$ cat src/rtl/fork_join_pkg.sv
// Shared types and default sizing for the fork/join job controller.
package fork_join_pkg;

  localparam int N_JOBS_DEF = 3;
  localparam int CW_DEF     = 16;

  typedef enum logic [1:0] {
    JOIN_ALL  = 2'd0,
    JOIN_ANY  = 2'd1,
    JOIN_NONE = 2'd2
  } join_mode_e;

  typedef enum logic [2:0] {
    IDLE   = 3'd0,
    LAUNCH = 3'd1,
    WAIT   = 3'd2,
    JOIN   = 3'd3,
    DRAIN  = 3'd4,
    DONE   = 3'd5
  } state_e;

endpackage

$ cat src/rtl/fj_pending_tracker.sv
// Outstanding-job bookkeeping: loads the fork mask, retires done pulses,
// adds the continuation job and flags done pulses for jobs that are not running.
module fj_pending_tracker #(
  parameter int N_JOBS = 3
) (
  input  logic              clk,
  input  logic              rst,
  input  logic              load,
  input  logic              retire_en,
  input  logic [N_JOBS-1:0] mask,
  input  logic [N_JOBS-1:0] job_done,
  input  logic [N_JOBS-1:0] set_vec,
  output logic [N_JOBS-1:0] pending,
  output logic [N_JOBS-1:0] retired,
  output logic              stray_err
);

  logic [N_JOBS-1:0] pending_q;

  assign pending   = pending_q;
  assign retired   = pending_q & ~job_done;
  assign stray_err = retire_en & (|(job_done & ~pending_q));

  always_ff @(posedge clk) begin
    if (rst) begin
      pending_q <= '0;
    end else if (load) begin
      pending_q <= mask;
    end else if (retire_en) begin
      pending_q <= retired | set_vec;
    end
  end

endmodule

$ cat src/rtl/fork_join_sched.sv
// Fork/join controller: forks a job set on go, signals the join condition,
// optionally launches one continuation job and reports when everything retires.
module fork_join_sched
  import fork_join_pkg::*;
#(
  parameter int N_JOBS = N_JOBS_DEF,
  parameter int CW     = CW_DEF,
  localparam int IW    = (N_JOBS > 1) ? $clog2(N_JOBS) : 1
) (
  input  logic              clk,
  input  logic              rst,
  input  logic              go,
  input  logic [N_JOBS-1:0] launch_mask,
  input  logic [1:0]        join_mode,
  input  logic              cont_en,
  input  logic [IW-1:0]     cont_id,
  input  logic [N_JOBS-1:0] job_done,
  output logic [N_JOBS-1:0] job_start,
  output logic              busy,
  output logic              join_fire,
  output logic              all_done,
  output logic [CW-1:0]     join_cycles,
  output logic              proto_err,
  output logic [2:0]        state_dbg
);

  localparam logic [IW:0] ID_LIMIT = (IW + 1)'(N_JOBS);

  state_e            state_q, state_d;
  logic [N_JOBS-1:0] mask_q;
  logic [1:0]        mode_q;
  logic              cont_en_q;
  logic [IW-1:0]     cont_id_q;

  logic [N_JOBS-1:0] pending, retired, set_vec, cont_onehot;
  logic              load, retire_en, stray_err, cont_bad, join_cond, err_hit;

  assign state_dbg = state_q;

  fj_pending_tracker #(.N_JOBS(N_JOBS)) u_tracker (
    .clk       (clk),
    .rst       (rst),
    .load      (load),
    .retire_en (retire_en),
    .mask      (mask_q),
    .job_done  (job_done),
    .set_vec   (set_vec),
    .pending   (pending),
    .retired   (retired),
    .stray_err (stray_err)
  );

  // An out-of-range continuation id decodes to an all-zero one-hot.
  always_comb begin
    cont_onehot = '0;
    for (int i = 0; i < N_JOBS; i++) begin
      cont_onehot[i] = (cont_id_q == IW'(i));
    end
  end

  assign cont_bad = cont_en_q && (({1'b0, cont_id_q} >= ID_LIMIT) || (|(retired & cont_onehot)));

  always_comb begin
    if (mode_q == JOIN_ANY) begin
      join_cond = (|(job_done & pending)) || (mask_q == '0);
    end else if (mode_q == JOIN_NONE) begin
      join_cond = 1'b1;
    end else begin
      join_cond = (retired == '0);
    end
  end

  always_comb begin
    state_d   = state_q;
    job_start = '0;
    busy      = 1'b0;
    join_fire = 1'b0;
    all_done  = 1'b0;
    load      = 1'b0;
    retire_en = 1'b0;
    set_vec   = '0;
    unique case (state_q)
      IDLE: begin
        if (go) state_d = LAUNCH;
      end
      LAUNCH: begin
        job_start = mask_q;
        busy      = 1'b1;
        load      = 1'b1;
        state_d   = WAIT;
      end
      WAIT: begin
        busy      = 1'b1;
        retire_en = 1'b1;
        if (join_cond) state_d = JOIN;
      end
      JOIN: begin
        busy      = 1'b1;
        join_fire = 1'b1;
        retire_en = 1'b1;
        if (cont_en_q && !cont_bad) begin
          set_vec   = cont_onehot;
          job_start = cont_onehot;
        end
        state_d = ((retired | set_vec) != '0) ? DRAIN : DONE;
      end
      DRAIN: begin
        busy      = 1'b1;
        retire_en = 1'b1;
        if (retired == '0) state_d = DONE;
      end
      DONE: begin
        all_done = 1'b1;
        state_d  = IDLE;
      end
      default: state_d = IDLE;
    endcase
  end

  assign err_hit = ((state_q == LAUNCH) && (|job_done)) || stray_err ||
                   ((state_q == JOIN) && cont_bad);

  always_ff @(posedge clk) begin
    if (rst) begin
      state_q     <= IDLE;
      mask_q      <= '0;
      mode_q      <= 2'd0;
      cont_en_q   <= 1'b0;
      cont_id_q   <= '0;
      join_cycles <= '0;
      proto_err   <= 1'b0;
    end else begin
      state_q <= state_d;
      if (state_q == IDLE && go) begin
        mask_q    <= launch_mask;
        mode_q    <= join_mode;
        cont_en_q <= cont_en;
        cont_id_q <= cont_id;
      end
      // Counts WAIT cycles plus the JOIN cycle, sticking at all-ones.
      if (state_q == LAUNCH) begin
        join_cycles <= '0;
      end else if ((state_q == WAIT || state_q == JOIN) && join_cycles != '1) begin
        join_cycles <= join_cycles + CW'(1);
      end
      if (err_hit) proto_err <= 1'b1;
    end
  end

endmodule

$ cat config.mk
export PLATFORM = sky130hd
export DESIGN_NAME = fork_join_sched
export DESIGN_NICKNAME = d
export VERILOG_FILES = /design/src/rtl/fork_join_pkg.sv /design/src/rtl/fj_pending_tracker.sv /design/src/rtl/fork_join_sched.sv
export SDC_FILE = /design/constraint.sdc
export NUM_CORES = 1
export LEC_CHECK = 0
export CELL_PAD_IN_SITES_DETAIL_PLACEMENT = 1
export CELL_PAD_IN_SITES_GLOBAL_PLACEMENT = 1
export CORE_AREA = 2 2 63 65
export DETAILED_ROUTE_END_ITERATION = 7
export DIE_AREA = 0 0 65 67
export DONT_BUFFER_PORTS = 1
export PLACE_DENSITY = 0.79
export SYNTH_ARGS = -nofsm -noshare
export SYNTH_HDL_FRONTEND = slang
export SYNTH_SLANG_ARGS = --single-unit
$ cat constraint.sdc
create_clock -name clk -period 4 [get_ports clk]
set_input_delay 0.8 -clock clk [delete_from_list [all_inputs] [get_ports clk]]
set_output_delay 0.8 -clock clk [all_outputs]
set_load 0.005 [all_outputs]
==> results by group <==
Outcome
  – Status: finished, final reports clean

Worst setup path
  – Depth of the worst register-to-register path: 4
  – WS Path Type: register to output pin
  – WP data arrival: 1.82 ns
  – R2R setup slack: 1.97 ns
  – Data required, critical path: 3.20 ns
  – Crit. End Element: output pin
  – Reg2reg start: state_dbg[0]
  – R2R Path End: join_cycles[6]
  – Startpoint types: register
  – Max Fanout on Critical Path: 12
  – Crit path from: state_dbg[1]

Logic synthesis
  – Synth Area per Inst: 8.22 µm²
  – Synthesized flop and latch total: 31
  – Top post-synthesis cells by count: 31 x dfxtp_1, 29 x nand2_1, 27 x a21oi_1
  – Synth Area in Simple Gates: 0.326
  – Post-synthesis compound-gate area fraction: 0.232
  – Count leader, synth: dfxtp_1
  – Yosys top cell by area: dfxtp_1
  – Number of flops mapped to enable cells by yosys: 0
  – Post-synthesis mux area share: 0.0114
  – Largest family of logic cells by synthesized area: simple AND/OR/NAND/NOR gates
  – Mapped Cells: 213
  – Synthesized area: 1750 µm²
  – Syn. warnings: 0
  – Ranking of synthesized cells by area: dfxtp_1 35%, a21oi_1 7.7%, nand2_1 6.2%
  – Synth async-reset ratio: 0
  – Synth cell types: 54
  – Net count after synthesis: 228
  – Share of the synthesized area in the top cell type: 0.354
  – Post-synthesis xor/xnor area fraction: 0.0150
  – Top_reg_cell synth: dfxtp_1
  – Post-synthesis sequential area ratio: 0.354
  – Synth Area in Adders: 0.00714

Global route
  – Grt total ovfl: 0
  – Grt met2 use: 0.414
  – Vias in the first global route: 1623
  – Global Route Usage Sum: 0.234
  – First-pass GRT wire length: 7780 µm
  – Initial antenna violation count: 0
  – M1 GR Usage: 0.246
  – GR peak layer: met2
  – Largest net degree at the start of global routing: 19
  – GRT met3 Usage: 0.0828

Layout
  – Diode count: 0
  – Final nets: 224
  – Final core occ: 0.519
  – Layout cells sized above 1: 0.0905
  – Synthesis-to-layout area growth: 6.93%

Die
  – Top Ports: 40
  – Starting Density: 0.486
  – Row cnt: 22
  – Die extent in x: 65 µm
  – Core Area: 3610 µm²
  – Chip Height: 67 µm
  – Die area: 4360 µm²

Clock tree
  – Worst skew pair latency: 0.29 ns
  – Post-CTS Hold Buffers: 0
  – CTS root buffer: clkbuf_8
  – Max Root-Sink Buffers: 2
  – Htree depth: 2
  – Clock Sinks: 31
  – Resize count post-CTS: 0
  – Reg clk slew, reported paths: 0.07 ns
  – Cts bufs inserted: 5
  – CTS tree: built
  – Post-CTS Repair Setup Buffers: 0

Timing
  – Count of final max-slew check failures: 0
  – RSZ-0062 raised after global routing: no
  – Part of the cycle the worst path needs: 0.656
  – F_max: 381 MHz
  – Max_slew headroom: 0.598
  – Hold WS: 0.486 ns
  – Post-layout minimum cycle time: 2.62 ns
  – Fin. Hold Viols: 0
  – Final setup fails: 0
  – Slew @ Worst Pin: 0.598 ns
  – Skew final: 0.0106 ns
  – Setup TNS: 0 ns

Power
  – VDD IR max: 0.251 mV
  – Static leakage: 0.650 nW
  – Total power: 1.06 mW
  – Pwr dens: 564 nW/µm²

Place
  – IO buf count: 0
  – Final GP Congestion: 0.853
  – Detail Placement HPWL: 3390 µm

Routing
  – Routed WL: 4600 µm
  – Drt pass-1 iters: 4
  – Antenna Nets Post-Route: 0
  – Routed wire per std cell: 17.8 µm
  – DR vias: 1632
  – Drt initial violations: 118
  – Residual DRC: 0
  – Vias/cell: 6.33

Worst hold path
  – Worst Hold Launch: mode_q[1]
  – Hold crit path type: register to register
  – Hold Crit Depth: 2
  – Hold EP: mode_q[1]

Flow run
  – Max-cap violations: 0
[power by group]
part	switching (mW)	internal [mW]
Sequential	0.0759	0.355
Combinational	0.153	0.100
Clock	0.124	0.249
Total	0.353	0.704
[how the worst max path moves through the flow]
| stage | cells after the start | end | slack [ns] |
|---|---|---|---|
| after global placement | 3 | job_start[0] | 1.79 |
| after global routing | 3 | job_start[0] | 1.27 |
| after CTS | 3 | job_start[0] | 1.38 |
| after floorplan | 3 | job_start[1] | 1.96 |
| after detailed placement | 3 | job_start[0] | 1.70 |
| final | 3 | job_start[0] | 1.38 |
[final cells by class]
| cell class | count | area (µm²) |
|---|---|---|
| clock buffer | 6 | 72.6 |
| tap | 48 | 60.1 |
| clock inverter | 2 | 60.1 |
| sequential | 31 | 621 |
| fill | 455 | 1730 |
| inverter | 6 | 22.5 |
| multi-input combinational | 165 | 1040 |
[cell families (layout without fill, tap and decap cells)]
| family | count (synthesis) | count (layout) |
|---|---|---|
| xor gates and xnor gates | 3 | 3 |
| muxes | 2 | 2 |
| and+or+nand+nor | 95 | 95 |
| DFF | 31 | 31 |
| adders and majority gates | 1 | 1 |
| AOI/OAI and AO/OA | 64 | 64 |
| buffers and inverters | 17 | 14 |
[metrics by stage]
stage / setup WS, ns / cell area (µm²) / instances
after floorplan: 1.96 / 1750 / 213
after global placement: 1.79 / 1740 / 250
after detailed placement: 1.70 / 1740 / 250
after CTS: 1.38 / 1870 / 258
after global routing: 1.27 / 1870 / 258
final: 1.38 / 1870 / 258
[sequential cells by signal (all words and copies together) (netlist names)]
| register | flops |
|---|---|
| state_dbg | 3 |
| cont_id_q | 2 |
| join_cycles | 16 |
| u_tracker.pending | 3 |
| proto_err | 1 |
| mask_q | 3 |
| mode_q | 2 |
| cont_en_q | 1 |
[cells in the final DEF (no fill, tap or decap), types with 2 or more instances in the layout]
| cell type | synthesis | final |
|---|---|---|
| xnor2_1 | 3 | 3 |
| mux2i_1 | 2 | 2 |
| and3_1 | 2 | 2 |
| a21oi_1 | 27 | 27 |
| inv_1 | 6 | 6 |
| or3_1 | 10 | 10 |
| or4_1 | 3 | 3 |
| nor3_1 | 5 | 5 |
| nand2b_1 | 5 | 5 |
| nand4_4 | 2 | 2 |
| dfxtp_1 | 31 | 31 |
| a21boi_0 | 2 | 2 |
| o211ai_1 | 2 | 2 |
| and2_1 | 2 | 2 |
| o21ai_0 | 15 | 15 |
| bufinv_16 | 0 | 2 |
| o31ai_1 | 5 | 5 |
| nand2_1 | 29 | 29 |
| nor2_1 | 7 | 7 |
| nand3_1 | 8 | 8 |
| and4_1 | 2 | 2 |
| nand4_1 | 6 | 6 |
| clkbuf_8 | 0 | 5 |
[layer usage]
metal / wire, µm / part of all wire
met5: 0 / 0
met4: 93 / 0.020
met3: 263 / 0.057
met2: 2370 / 0.52
met1: 1870 / 0.41
[worst max-delay path, stage by stage, from the launching register on]
cell      delay, ns
dfxtp_1        0.59
nand2b_1       0.26
nor3_1         0.43
a22o_1         0.26
(Power assumes the default switching activity.)
